$ cat src/rtl/ahb_apb_bridge_mc_if.sv
// AHB-Lite slave side and APB4 master side bundle for the multi-slave bridge.
// The slave modport is the bridge's view; master is the surrounding system's view.
interface ahb_apb_bridge_mc_if #(
   parameter int unsigned ADDR_W  = 32,
   parameter int unsigned DATA_W  = 32,
   parameter int unsigned NUM_SLV = 4
);
   logic                        HSEL;
   logic [ADDR_W-1:0]           HADDR;
   logic                        HWRITE;
   logic [2:0]                  HSIZE;
   logic [1:0]                  HTRANS;
   logic                        HREADYIN;
   logic [DATA_W-1:0]           HWDATA;
   logic                        HREADYOUT;
   logic [1:0]                  HRESP;
   logic [DATA_W-1:0]           HRDATA;
   logic [ADDR_W-1:0]           PADDR;
   logic [NUM_SLV-1:0]          PSEL;
   logic                        PENABLE;
   logic                        PWRITE;
   logic [DATA_W-1:0]           PWDATA;
   logic [DATA_W/8-1:0]         PSTRB;
   logic [NUM_SLV-1:0]          PREADY;
   logic [NUM_SLV-1:0]          PSLVERR;
   logic [NUM_SLV*DATA_W-1:0]   PRDATA;

   modport slave (
      input  HSEL, HADDR, HWRITE, HSIZE, HTRANS, HREADYIN, HWDATA,
      input  PREADY, PSLVERR, PRDATA,
      output HREADYOUT, HRESP, HRDATA,
      output PADDR, PSEL, PENABLE, PWRITE, PWDATA, PSTRB
   );

   modport master (
      output HSEL, HADDR, HWRITE, HSIZE, HTRANS, HREADYIN, HWDATA,
      output PREADY, PSLVERR, PRDATA,
      input  HREADYOUT, HRESP, HRDATA,
      input  PADDR, PSEL, PENABLE, PWRITE, PWDATA, PSTRB
   );
endinterface

$ cat src/rtl/ahb_apb_bridge_mc.sv
// Non-pipelined AHB-Lite to APB4 bridge fanning out to NUM_SLV decoded slaves,
// with PREADY wait states, byte strobes and two-cycle AHB ERROR responses.
module ahb_apb_bridge_mc #(
   parameter int unsigned ADDR_W  = 32,
   parameter int unsigned DATA_W  = 32,
   parameter int unsigned NUM_SLV = 4,
   parameter int unsigned SLV_LSB = 12
) (
   input logic                HCLK,
   input logic                HRESETn,
   ahb_apb_bridge_mc_if.slave bus
);
   localparam int unsigned IDX_W  = (NUM_SLV > 1) ? $clog2(NUM_SLV) : 1;
   localparam int unsigned STRB_W = DATA_W / 8;
   localparam int unsigned OFF_W  = (STRB_W > 1) ? $clog2(STRB_W) : 1;
   localparam logic [1:0]  RESP_OKAY = 2'b00;
   localparam logic [1:0]  RESP_ERR  = 2'b01;

   typedef enum logic [2:0] {S_IDLE, S_WDATA, S_SETUP, S_ACCESS, S_ERR1, S_ERR2} state_t;

   state_t               r_state, w_nx_state;
   logic                 r_hreadyout, w_nx_hreadyout;
   logic [1:0]           r_hresp, w_nx_hresp;
   logic [DATA_W-1:0]    r_hrdata, w_nx_hrdata;
   logic [ADDR_W-1:0]    r_paddr, w_nx_paddr;
   logic [NUM_SLV-1:0]   r_psel, w_nx_psel;
   logic                 r_penable, w_nx_penable;
   logic                 r_pwrite, w_nx_pwrite;
   logic [DATA_W-1:0]    r_pwdata, w_nx_pwdata;
   logic [STRB_W-1:0]    r_pstrb, w_nx_pstrb;
   logic [2:0]           r_size, w_nx_size;
   logic [IDX_W-1:0]     r_idx, w_nx_idx;

   logic                 w_valid;
   logic                 w_bad;
   logic [IDX_W-1:0]     w_idx;
   logic                 w_pready;
   logic                 w_pslverr;
   logic [DATA_W-1:0]    w_prdata;

   function automatic logic [NUM_SLV-1:0] onehot(input logic [IDX_W-1:0] idx);
      logic [NUM_SLV-1:0] v;
      v = '0;
      for (int unsigned i = 0; i < NUM_SLV; i++)
         if (idx == IDX_W'(i)) v[i] = 1'b1;
      return v;
   endfunction

   // Lanes covered by a transfer of 2**size bytes starting at byte offset off.
   function automatic logic [STRB_W-1:0] strb_mask(input logic [2:0] size,
                                                   input logic [OFF_W-1:0] off);
      logic [STRB_W-1:0] m;
      m = '0;
      for (int unsigned b = 0; b < STRB_W; b++)
         m[b] = (b >= 32'(off)) && (b < 32'(off) + (32'd1 << size));
      return m;
   endfunction

   assign w_valid = bus.HSEL & bus.HREADYIN & (bus.HTRANS inside {2'b10, 2'b11});
   assign w_idx   = bus.HADDR[SLV_LSB +: IDX_W];
   assign w_bad   = (32'(w_idx) >= NUM_SLV) || ((32'd8 << bus.HSIZE) > DATA_W);

   // Only the latched slave's response bits and read data are observed.
   always_comb begin
      w_pready  = 1'b0;
      w_pslverr = 1'b0;
      w_prdata  = '0;
      for (int unsigned i = 0; i < NUM_SLV; i++) begin
         if (r_idx == IDX_W'(i)) begin
            w_pready  = bus.PREADY[i];
            w_pslverr = bus.PSLVERR[i];
            w_prdata  = bus.PRDATA[i*DATA_W +: DATA_W];
         end
      end
   end

   always_ff @(posedge HCLK or negedge HRESETn) begin
      if (!HRESETn) r_state <= S_IDLE;
      else          r_state <= w_nx_state;
   end

   always_comb begin
      w_nx_state     = r_state;
      w_nx_hreadyout = r_hreadyout;
      w_nx_hresp     = r_hresp;
      w_nx_hrdata    = r_hrdata;
      w_nx_paddr     = r_paddr;
      w_nx_psel      = r_psel;
      w_nx_penable   = r_penable;
      w_nx_pwrite    = r_pwrite;
      w_nx_pwdata    = r_pwdata;
      w_nx_pstrb     = r_pstrb;
      w_nx_size      = r_size;
      w_nx_idx       = r_idx;
      case (r_state)
         // ERR2 completes the error, so the next address phase is sampled here too.
         S_IDLE, S_ERR2: begin
            w_nx_state     = S_IDLE;
            w_nx_hreadyout = 1'b1;
            w_nx_hresp     = RESP_OKAY;
            if (w_valid) begin
               w_nx_size      = bus.HSIZE;
               w_nx_idx       = w_idx;
               w_nx_hreadyout = 1'b0;
               if (w_bad) begin
                  w_nx_state = S_ERR1;
                  w_nx_hresp = RESP_ERR;
               end else begin
                  w_nx_paddr = bus.HADDR;
                  if (bus.HWRITE) begin
                     w_nx_state = S_WDATA;
                  end else begin
                     w_nx_state  = S_SETUP;
                     w_nx_psel   = onehot(w_idx);
                     w_nx_pwrite = 1'b0;
                     w_nx_pstrb  = '0;
                  end
               end
            end
         end
         S_WDATA: begin
            w_nx_state  = S_SETUP;
            w_nx_pwdata = bus.HWDATA;
            w_nx_pstrb  = strb_mask(r_size, r_paddr[OFF_W-1:0]);
            w_nx_psel   = onehot(r_idx);
            w_nx_pwrite = 1'b1;
         end
         S_SETUP: begin
            w_nx_state   = S_ACCESS;
            w_nx_penable = 1'b1;
         end
         S_ACCESS: begin
            if (w_pready) begin
               w_nx_psel    = '0;
               w_nx_penable = 1'b0;
               if (w_pslverr) begin
                  w_nx_state = S_ERR1;
                  w_nx_hresp = RESP_ERR;
               end else begin
                  w_nx_state     = S_IDLE;
                  w_nx_hreadyout = 1'b1;
                  if (!r_pwrite) w_nx_hrdata = w_prdata;
               end
            end
         end
         S_ERR1: begin
            w_nx_state     = S_ERR2;
            w_nx_hresp     = RESP_ERR;
            w_nx_hreadyout = 1'b1;
         end
         default: begin
            w_nx_state     = S_IDLE;
            w_nx_hreadyout = 1'b1;
            w_nx_hresp     = RESP_OKAY;
            w_nx_psel      = '0;
            w_nx_penable   = 1'b0;
         end
      endcase
   end

   always_ff @(posedge HCLK or negedge HRESETn) begin
      if (!HRESETn) begin
         r_hreadyout <= 1'b1;
         r_hresp     <= RESP_OKAY;
         r_hrdata    <= '0;
         r_paddr     <= '0;
         r_psel      <= '0;
         r_penable   <= 1'b0;
         r_pwrite    <= 1'b0;
         r_pwdata    <= '0;
         r_pstrb     <= '0;
         r_size      <= '0;
         r_idx       <= '0;
      end else begin
         r_hreadyout <= w_nx_hreadyout;
         r_hresp     <= w_nx_hresp;
         r_hrdata    <= w_nx_hrdata;
         r_paddr     <= w_nx_paddr;
         r_psel      <= w_nx_psel;
         r_penable   <= w_nx_penable;
         r_pwrite    <= w_nx_pwrite;
         r_pwdata    <= w_nx_pwdata;
         r_pstrb     <= w_nx_pstrb;
         r_size      <= w_nx_size;
         r_idx       <= w_nx_idx;
      end
   end

   assign bus.HREADYOUT = r_hreadyout;
   assign bus.HRESP     = r_hresp;
   assign bus.HRDATA    = r_hrdata;
   assign bus.PADDR     = r_paddr;
   assign bus.PSEL      = r_psel;
   assign bus.PENABLE   = r_penable;
   assign bus.PWRITE    = r_pwrite;
   assign bus.PWDATA    = r_pwdata;
   assign bus.PSTRB     = r_pstrb;
endmodule
$ cat src/flat_wrapper.sv
// flat-port wrapper written by rule: the top's interface ports become plain ports
module ahb_apb_bridge_mc_flat 
#(
   parameter int unsigned ADDR_W  = 32,
   parameter int unsigned DATA_W  = 32,
   parameter int unsigned NUM_SLV = 4,
   parameter int unsigned SLV_LSB = 12
)
  (HCLK, HRESETn, bus_HSEL, bus_HADDR, bus_HWRITE, bus_HSIZE, bus_HTRANS, bus_HREADYIN, bus_HWDATA, bus_PREADY, bus_PSLVERR, bus_PRDATA, bus_HREADYOUT, bus_HRESP, bus_HRDATA, bus_PADDR, bus_PSEL, bus_PENABLE, bus_PWRITE, bus_PWDATA, bus_PSTRB);
  ahb_apb_bridge_mc_if #(.ADDR_W(ADDR_W), .DATA_W(DATA_W), .NUM_SLV(NUM_SLV)) bus_i ();
  input logic HCLK;
  input logic HRESETn;
  input wire logic [$bits(bus_i.HSEL)-1:0] bus_HSEL;
  input wire logic [$bits(bus_i.HADDR)-1:0] bus_HADDR;
  input wire logic [$bits(bus_i.HWRITE)-1:0] bus_HWRITE;
  input wire logic [$bits(bus_i.HSIZE)-1:0] bus_HSIZE;
  input wire logic [$bits(bus_i.HTRANS)-1:0] bus_HTRANS;
  input wire logic [$bits(bus_i.HREADYIN)-1:0] bus_HREADYIN;
  input wire logic [$bits(bus_i.HWDATA)-1:0] bus_HWDATA;
  input wire logic [$bits(bus_i.PREADY)-1:0] bus_PREADY;
  input wire logic [$bits(bus_i.PSLVERR)-1:0] bus_PSLVERR;
  input wire logic [$bits(bus_i.PRDATA)-1:0] bus_PRDATA;
  output wire logic [$bits(bus_i.HREADYOUT)-1:0] bus_HREADYOUT;
  output wire logic [$bits(bus_i.HRESP)-1:0] bus_HRESP;
  output wire logic [$bits(bus_i.HRDATA)-1:0] bus_HRDATA;
  output wire logic [$bits(bus_i.PADDR)-1:0] bus_PADDR;
  output wire logic [$bits(bus_i.PSEL)-1:0] bus_PSEL;
  output wire logic [$bits(bus_i.PENABLE)-1:0] bus_PENABLE;
  output wire logic [$bits(bus_i.PWRITE)-1:0] bus_PWRITE;
  output wire logic [$bits(bus_i.PWDATA)-1:0] bus_PWDATA;
  output wire logic [$bits(bus_i.PSTRB)-1:0] bus_PSTRB;
  assign bus_i.HSEL = bus_HSEL;
  assign bus_i.HADDR = bus_HADDR;
  assign bus_i.HWRITE = bus_HWRITE;
  assign bus_i.HSIZE = bus_HSIZE;
  assign bus_i.HTRANS = bus_HTRANS;
  assign bus_i.HREADYIN = bus_HREADYIN;
  assign bus_i.HWDATA = bus_HWDATA;
  assign bus_i.PREADY = bus_PREADY;
  assign bus_i.PSLVERR = bus_PSLVERR;
  assign bus_i.PRDATA = bus_PRDATA;
  assign bus_HREADYOUT = bus_i.HREADYOUT;
  assign bus_HRESP = bus_i.HRESP;
  assign bus_HRDATA = bus_i.HRDATA;
  assign bus_PADDR = bus_i.PADDR;
  assign bus_PSEL = bus_i.PSEL;
  assign bus_PENABLE = bus_i.PENABLE;
  assign bus_PWRITE = bus_i.PWRITE;
  assign bus_PWDATA = bus_i.PWDATA;
  assign bus_PSTRB = bus_i.PSTRB;
  ahb_apb_bridge_mc #(.ADDR_W(ADDR_W), .DATA_W(DATA_W), .NUM_SLV(NUM_SLV), .SLV_LSB(SLV_LSB)) u_core (.HCLK(HCLK), .HRESETn(HRESETn), .bus(bus_i));
endmodule
$ cat config.mk
export PLATFORM = sky130hd
export DESIGN_NAME = ahb_apb_bridge_mc_flat
export DESIGN_NICKNAME = d
export VERILOG_FILES = /design/src/rtl/ahb_apb_bridge_mc_if.sv /design/src/rtl/ahb_apb_bridge_mc.sv /design/src/flat_wrapper.sv
export SDC_FILE = /design/constraint.sdc
export NUM_CORES = 1
export LEC_CHECK = 0
export ABC_CLOCK_PERIOD_IN_PS = 2830
export CAP_MARGIN = 5
export CORE_ASPECT_RATIO = 0.75
export CORE_MARGIN = 1.5
export CORE_UTILIZATION = 39
export DETAILED_ROUTE_END_ITERATION = 8
export MAX_ROUTING_LAYER = met4
export PLACE_DENSITY_LB_ADDON = 0.05
export SLEW_MARGIN = 25
export SYNTH_ARGS = -nofsm -noshare
export SYNTH_HDL_FRONTEND = slang
export SYNTH_SLANG_ARGS = --single-unit
$ cat constraint.sdc
create_clock -name HCLK -period 2.83 [get_ports HCLK]
set_clock_uncertainty 0.1 [all_clocks]
set_input_delay 0.7075 -clock HCLK [delete_from_list [all_inputs] [get_ports HCLK]]
set_output_delay 0.7075 -clock HCLK [all_outputs]
set_load 0.02 [all_outputs]
# After elaboration in Yosys (flattened, before gate mapping)
# Index checks and enable logic that the tools add are counted.
[totals]
register_bits = 117
latch_bits = 0
mem_count = 0
mem_bits_ro = 0
ram_bits = 0
output_inout_bits = 109
[classes]
n_mux = 50
eq_ne = 19
div_mod_pow = 0
n_mul = 0
shifts = 2
bitwise_logic = 8
n_reduce_logical = 20
addsub = 1
n_lt_le_gt_ge = 8
[op_table]
columns = ["cell", "n"]
rows = [
  ["2-to-1 mux 32 bit", 4],
  ["< comparator 1 x 32 -> 1 bit, first input constant", 2],
  ["< comparator 2 x 32 -> 1 bit, first input constant", 2],
  ["adder 2 x 32 -> 32 bit", 1],
  ["greater-than comparator 32 x 6 -> 1 bit, second input constant", 1],
  ["left shift 1 x 3 -> 32 bit, first input constant", 1],
  ["left shift 4 x 3 -> 32 bit, first input constant", 1],
  ["2-to-1 mux 4 bit", 7],
  ["2-to-1 mux 1 bit", 24],
  ["case mux 4 bit (4 select lines)", 1],
  ["case mux 3 bit (5 select lines)", 1],
  ["equality test 2 bit, second input constant", 6],
  ["2-to-1 mux 3 bit", 4],
  ["AND reduction 3 bit", 3],
  ["2-to-1 mux 2 bit", 4],
  ["case mux 2 bit (4 select lines)", 1],
  ["case mux 4 bit (2 select lines)", 1],
  ["AND reduction 4 bit", 2],
  ["equality test 3 x 2 -> 1 bit, second input constant", 2],
  ["equality test 3 bit, second input constant", 2],
  ["inequality test 2 x 1 -> 1 bit, second input constant", 3],
  ["inequality test 2 bit, second input constant", 3],
  ["NOT 1 bit", 6],
  ["case mux 1 bit (3 select lines)", 2],
  ["other kinds (14)", 24],
]

# Longest topological paths before layout
# Gate-level depths: netlist of the first run.
[depth]
word_depth = 8
depth_mapped = 8
ltp_nobuf = 8

# Least setup slack after synthesis of the first run
# No wires, ideal clock.
[synth_path]
kind = "input port to flip-flop"
startpoint = "in bus_PSLVERR[3]"
endpoint = "reg u_core.r_hrdata[10] (netlist: u_core.bus.HRDATA[10])"
path_stages = 5
setup_time_ns = 0.125
t_arrival_ns = 1.968
path_slack_ns = 0.637
cell_sequence = "mux4_2 > nor3_2 > nand3_2 > buf_6 > mux2_4"
[synth_via]
elab_chain_cells = 3
[synth_lines]
columns = ["element", "line", "rtl"]
rows = [
  ["start: declaration", "flat_wrapper.sv:21", "input wire logic [$bits(bus_i.PSLVERR)-1:0] bus_PSLVERR;"],
  ["2-to-1 mux 1 bit", "ahb_apb_bridge_mc.sv:69", "if (r_idx == IDX_W'(i)) begin"],
  ["NOT 1 bit (no line)", "n/a", ""],
  ["AND reduction 4 bit (no line)", "n/a", ""],
  ["end signal: assignment", "ahb_apb_bridge_mc.sv:177", "r_hrdata <= w_nx_hrdata;"],
  ["end: declaration", "ahb_apb_bridge_mc.sv:24", "logic [DATA_W-1:0] r_hrdata, w_nx_hrdata;"],
]
# No other way between the ends.
# A chain may end at the register's enable or synchronous reset.

# Worst setup path in the final report of the first run
[layout_path]
startpoint = "reg u_core.r_size[2]"
endpoint = "reg u_core.r_pstrb[2] (netlist: u_core.bus.PSTRB[2])"
[layout_via]
elab_chain_cells = 5
[layout_lines]
columns = ["element", "line", "rtl"]
rows = [
  ["start: declaration", "ahb_apb_bridge_mc.sv:31", "logic [2:0] r_size, w_nx_size;"],
  ["start signal: assignment", "ahb_apb_bridge_mc.sv:184", "r_size <= w_nx_size;"],
  ["left shift 1 x 3 -> 32 bit", "ahb_apb_bridge_mc.sv:55", "m[b] = (b >= 32'(off)) && (b < 32'(off) + (32'd1 << size));"],
  ["adder 2 x 32 -> 32 bit", "ahb_apb_bridge_mc.sv:55", ""],
  ["< comparator 2 x 32 -> 1 bit", "ahb_apb_bridge_mc.sv:55", ""],
  ["logical AND 1 bit", "ahb_apb_bridge_mc.sv:55", ""],
  ["case mux 4 bit (2 select lines)", "ahb_apb_bridge_mc.sv:95", "case (r_state)"],
  ["end signal: assignment", "ahb_apb_bridge_mc.sv:183", "r_pstrb <= w_nx_pstrb;"],
  ["end: declaration", "ahb_apb_bridge_mc.sv:30", "logic [STRB_W-1:0] r_pstrb, w_nx_pstrb;"],
]
# No other way between the ends.

==> reports/metrics.csv, run 1 <==
metric,value,unit
rr_startpoint,u_core.r_size[2],
final.setup.worst_slack,477,ps
pre_cts_ws,109,ps
initial_core_util,40.5,%
cts_buffers,17,
wl,17300,microns
netlist_area,5650,sq um
postRouteAntennaNets,0,
tightest_slew,794,ps
dieWidth,142,microns
drc,0,
final_common_cell,clkdlybuf4s50_1,
rr_worst_depth,8,
synth_edf_count,0,
cts_resized,0,
layout_common_cells,"clkdlybuf4s50_1, dfrtp_1, nand2_1",
cellPowerDensity,1060,nW/um^2
p_leak,4.25,nW
grt_pass1_vias,5083,
vdd_drop_max,0.644,mV
p_int,6.57,mW
yosysWarnings,0,
dieArea,15200,sq um
nets,963,
cp_max_fo,6,
required,3010,ps
startpoint_type,flop,
clk_latency,400,ps
fmax,425,MHz
wl_per_cell,18.0,microns
cts_sinks,116,
instances_no_fill,957,
crit_arrival,2530,ps
ioPinCount,319,
synth-seq-cells,116,
syn_inst,428,
slew_viol_final,0,
synth_async_sr_flop_share,100,%
p_sw_share,35.9,%
antenna_found_initial,0,
cpPeakStageDelay,450,ps
power_switching,3.68,mW
first_pass_iters,4,
hp-class,primary input to async pin,
syn_nets,641,
portBuffers,316,
antenna_cells,0,
maxCapViolCount,0,
core_area,13900,sq um
place.gp.congestion,0.810,
status,"finished, final reports clean",
clockBufferDepth,2,
avgSynthCellArea,13.2,sq um
ys.flop_type,dfrtp_1,
tns,0,ps
hold_violations,0,
min_period,2350,ps
worstReg2RegEnd,u_core.bus.PSTRB[2],
end_kind,flop,
relSlewSlack,47.1,%
routed_via_density,4.94,
fill_cells,982,
clk_pin_slew,50,ps
ys_seq_area_share,51.4,%
drive_gt1_share,20.2,%
p_comb_share,49.8,%
dp.cells,926,
post-route-period-util,83.2,%
p_clk_share,21.2,%
post_dp_cell_area,9060,sq um
setup_viol,0,
path_class,flop to flop,
post_cts_buffers,0,
rrSetupSlack,480,ps
via_count,4729,
cts_hold_buf,0,
p_total,10.2,mW
fp-row-count,37,
grt_pass1_wl,26900,microns
crit_slowest_cell,dfrtp_1,
syn2layout_area_growth,71.1,%
drt_iter0_markers,273,
cts-htree-levels,4,
fin_area,9660,sq um
dp_hpwl,13100,microns
root_buffer,clkbuf_16,
track_usage,23.8,%
power_frac_seq,29.0,%
overflow,0,
rsz0062_at_grt,false,
hold_slack,167,ps
die_h,107,microns
finalCoreUtilization,69.3,%
ys_types,47,
cts_tree,yes,
crit_chain,nor3_1 > ha_1 > inv_1 > fa_1 > nor4b_1 > a21oi_1 > a211o_1 > a22o_1,
grt_max_degree,37,
logic make-up (layout without fill, tap and decap cells):
family / count (synthesis) / count (layout) / share of synthesized area (%)
multiplexers: 106 / 106 / 29.9
adder cells (fa/ha/maj): 3 / 3 / 0.797
AND/OR/NAND/NOR: 135 / 135 / 10.5
XOR/XNOR: 2 / 2 / 0.443
other: 1 / 1 / 0.0664
AO/OA/AOI/OAI: 31 / 31 / 3.65
buffers and inverters: 34 / 368 / 3.26
flip-flops: 116 / 116 / 51.4
state kept, by name, indices dropped and copies added (netlist names):
name and count:
u_core.bus.HRDATA 32, u_core.bus.PADDR 32, u_core.bus.PWDATA 32, u_core.bus.PSEL 4, u_core.bus.PSTRB 4, u_core.r_size 3
u_core.r_state 3, u_core.r_idx 2, u_core.bus.HREADYOUT 1, u_core.bus.HRESP 1, u_core.bus.PENABLE 1, u_core.bus.PWRITE 1
layout make-up:
class                   count  area [sq um]  share of cell area (%)
flip-flops and latches    116          2910                    30.1
inverters                   7          26.3                   0.272
repair buffers            330          3320                    34.3
multi-input cells         278          2570                    26.6
clock inverters             9           128                    1.32
clock buffers              22           474                    4.91
well taps                 195           244                    2.52
per-layer routing:
layer | GRT usage (%) | up-vias | share of wire [%] | wire length [microns]
met1 | 28.5 | 2326 | 41 | 7020
met4 | 7.73 | 0 | 1.6 | 284
met2 | 39.0 | 207 | 50 | 8620
met5 | - | - | 0 | 0
met3 | 6.92 | 24 | 7.7 | 1330
li1 | - | 2172 | - | -
power groups by stage:
| stage | clock network, mW | registers (mW) | logic (mW) |
|---|---|---|---|
| 6_report | 2.17 | 2.97 | 5.10 |
| 5_1_grt | 2.29 | 3.08 | 5.43 |
| 4_1_cts | 2.22 | 2.97 | 5.16 |
| 3_5_place_dp | 0 | 2.98 | 5.13 |
| 3_3_place_gp | 0 | 2.94 | 5.06 |
| 2_1_floorplan | 0 | 3.74 | 2.01 |
worst max path at each step:
stage,from,to,slack [ps],cells after the start
after floorplan,bus_PSLVERR[3],u_core.bus.HRDATA[10],640,5
after global routing,u_core.r_size[2],u_core.bus.PSTRB[2],220,8
final,u_core.r_size[2],u_core.bus.PSTRB[2],480,8
after global placement,bus_PSLVERR[3],u_core.bus.HRDATA[21],130,6
after detailed placement,bus_PSLVERR[3],u_core.bus.HRDATA[18],110,6
after CTS,u_core.bus.HREADYOUT,bus_HREADYOUT,470,1
synth_stat cells (2+ instances only):
library cell	instances	area [sq um]
nor3_1	3	15.0
nor2b_1	3	18.8
buf_6	6	67.6
inv_1	7	26.3
buf_2	6	30.0
clkbuf_1	12	45.0
ha_1	2	25.0
nand2_1	103	387
mux2_4	30	450
a21oi_1	9	45.0
dfrtp_1	115	2880
or3_1	2	12.5
buf_1	2	7.51
mux4_2	34	766
a21o_1	3	22.5
o2bb2ai_1	3	26.3
o21ai_0	5	25.0
nor2_1	7	26.3
mux2_1	7	78.8
mux2_2	35	394
a211oi_1	2	15.0
o22ai_1	3	18.8
nand3_1	4	20.0
and3_1	2	12.5
worst max-delay path, delay by kind of cell, from the launching register on:
family,cells,cell delay [ps]
compound gates,3,600
fa+ha+maj,2,570
simple gates,2,460
flops,1,450
buf+inv,1,50
Note: power is estimated with default switching activity, not from simulation.
==> inputs of run 2 (changes only) <==
- ABC_CLOCK_PERIOD_IN_PS: 2830 -> 2200
- clock period: 2.83 -> 2.2 ns (I/O delays scaled with it)
==> run 2 against run 1 <==
Against the previous run: the flow now finishes with violations (negative setup slack); via count is 0.63% higher; final area up 2.5%; maximum frequency increased by 5.4%; largest cell class unchanged.
==> reports/metrics.csv, run 2 (same netlist as run 1, synthesis figures left out) <==
metric,value,unit,change
tightest_slew,540,ps,was 794 ps
post-route-period-util,101,%,was 83.2%
tns,-31.8,ps,was 0 ps
fmax,448,MHz,was 425 MHz
startpoint_type,flop,,unchanged
required,2390,ps,was 3010 ps
fin_area,9910,sq um,was 9660 sq um
root_buffer,clkbuf_16,,unchanged
cts_hold_buf,0,,unchanged
die_h,107,microns,unchanged
relSlewSlack,64.0,%,was 47.1%
final_common_cell,clkdlybuf4s50_1,,unchanged
final.setup.worst_slack,-31.8,ps,was 477 ps
postRouteAntennaNets,0,,unchanged
cp_num_buf_inv,1,,unchanged
rr_startpoint,u_core.r_size[2],,unchanged
first_pass_iters,5,,was 4
rrSetupSlack,-30,ps,was 480 ps
routed_via_density,4.86,,was 4.94
grt_pass1_vias,5190,,was 5083
hp-class,primary input to async pin,,unchanged
hold_violations,0,,unchanged
path_class,flop to flop,,unchanged
post_dp_cell_area,9220,sq um,was 9060 sq um
cpPeakStageDelay,390,ps,was 450 ps
drt_iter0_markers,230,,was 273
via_count,4759,,was 4729
dieWidth,142,microns,unchanged
ioPinCount,319,,unchanged
p_leak,4.38,nW,was 4.25 nW
grt_max_degree,40,,was 37
violations,negative setup slack,,
end_kind,flop,,unchanged
dieArea,15200,sq um,unchanged
rr_worst_depth,8,,unchanged
dp_hpwl,13500,microns,was 13100 microns
power_switching,4.82,mW,was 3.68 mW
min_period,2230,ps,was 2350 ps
slew_viol_final,0,,unchanged
setup_viol,1,,was 0
clockBufferDepth,2,,unchanged
power_frac_seq,27.8,%,was 29.0%
crit_family,adder cells,,was compound AO/OA/AOI/OAI gates
maxCapViolCount,0,,unchanged
vdd_drop_max,0.728,mV,was 0.644 mV
grt_pass1_wl,27000,microns,was 26900 microns
overflow,0,,unchanged
drive_gt1_share,23.5,%,was 20.2%
place.gp.congestion,0.792,,was 0.810
p_sw_share,35.5,%,was 35.9%
p_comb_share,50.4,%,was 49.8%
track_usage,23.9,%,was 23.8%
crit_slowest_cell,dfrtp_1,,unchanged
clk_latency,400,ps,about the same
portBuffers,316,,unchanged
cellPowerDensity,1370,nW/um^2,was 1060 nW/um^2
antenna_cells,0,,unchanged
syn2layout_area_growth,75.3,%,was 71.1%
core_area,13900,sq um,unchanged
fp-row-count,37,,unchanged
status,"finished, violations left",,"was finished, final reports clean"
cts-htree-levels,4,,unchanged
p_total,13.6,mW,was 10.2 mW
drc,0,,unchanged
cp_max_fo,2,,was 6
layout_common_cells,"clkdlybuf4s50_1, dfrtp_1, nand2_1",,unchanged
worstReg2RegEnd,u_core.bus.PSTRB[2],,unchanged
nets,984,,was 963
rsz0062_at_grt,true,,was false
crit_arrival,2420,ps,was 2530 ps
cts_buffers,17,,unchanged
p_int,8.76,mW,was 6.57 mW
p_clk_share,21.8,%,was 21.2%
cts_tree,yes,,unchanged
antenna_found_initial,0,,unchanged
wl_per_cell,17.6,microns,was 18.0 microns
cts_sinks,116,,unchanged
critPathLaunch,u_core.r_size[2],,unchanged
wl,17200,microns,was 17300 microns
clk_pin_slew,60,ps,was 50 ps
crit_chain,nor3_2 > ha_2 > inv_2 > fa_2 > nor4b_4 > a21oi_2 > a211o_1 > a22o_1,,was nor3_1 > ha_1 > inv_1 > fa_1 > nor4b_1 > a21oi_1 > a211o_1 > a22o_1
initial_core_util,40.5,%,unchanged
-- run 2: worst max-delay path by stage --
stage                                end  slack [ps]  cells after the start
floorplan            u_core.bus.PSTRB[2]          20                      8
global placement    u_core.bus.HRDATA[9]        -310                      6
detailed placement  u_core.bus.HRDATA[8]        -310                      6
CTS                  u_core.bus.PSTRB[2]         -30                      8
global route         u_core.bus.PSTRB[2]        -100                      8
finish               u_core.bus.PSTRB[2]         -30                      8
-- run 2: through the flow --
step                hold WS (ps)  worst slack, ps  util (%)  instances
floorplan                    154             18.2         -        428
global placement             359             -307      66.1        945
detailed placement           366             -308      66.1        945
CTS                         39.8            -33.4      70.9        978
global route                63.2             -100      71.1        979
finish                      21.0            -31.8      71.1        979
-- run 2: layout make-up --
class                   count  area (sq um)
fillers                   990          4030
inverters                   7          26.3
repair buffers            351          3490
clock buffers              20           467
well taps                 195           244
flip-flops and latches    116          2910
multi-input cells         278          2600
clock inverters            12           178
-- run 2: routing by layer --
metal	track usage, %	vias up	share of wire, %
li1	-	2211	-
met5	-	-	0
met4	7.22	0	1.6
met1	29.2	2325	41
met2	38.0	201	49
met3	8.04	22	8.3
-- run 2: power groups by stage --
stage	registers [mW]	clock network, mW	logic (mW)
finish	3.78	2.97	6.84
detailed placement	3.78	0	6.85
floorplan	4.81	0	2.59
CTS	3.78	3.02	6.89
global route	3.92	3.12	7.32
global placement	3.75	0	6.74
-- run 2: repair_timing --
action / CTS / global route
gates resized for setup: 6 / 3
pin swaps: 3 / 2
endpoints found under the setup margin: 4 / 4
buffers inserted: 1 / 1
==> inputs of run 3 (changes only) <==
- GPL_ROUTABILITY_DRIVEN: not set -> 1
==> results of run 3 <==
No change in the layout: final DEF, timing and power equal those of run 2.
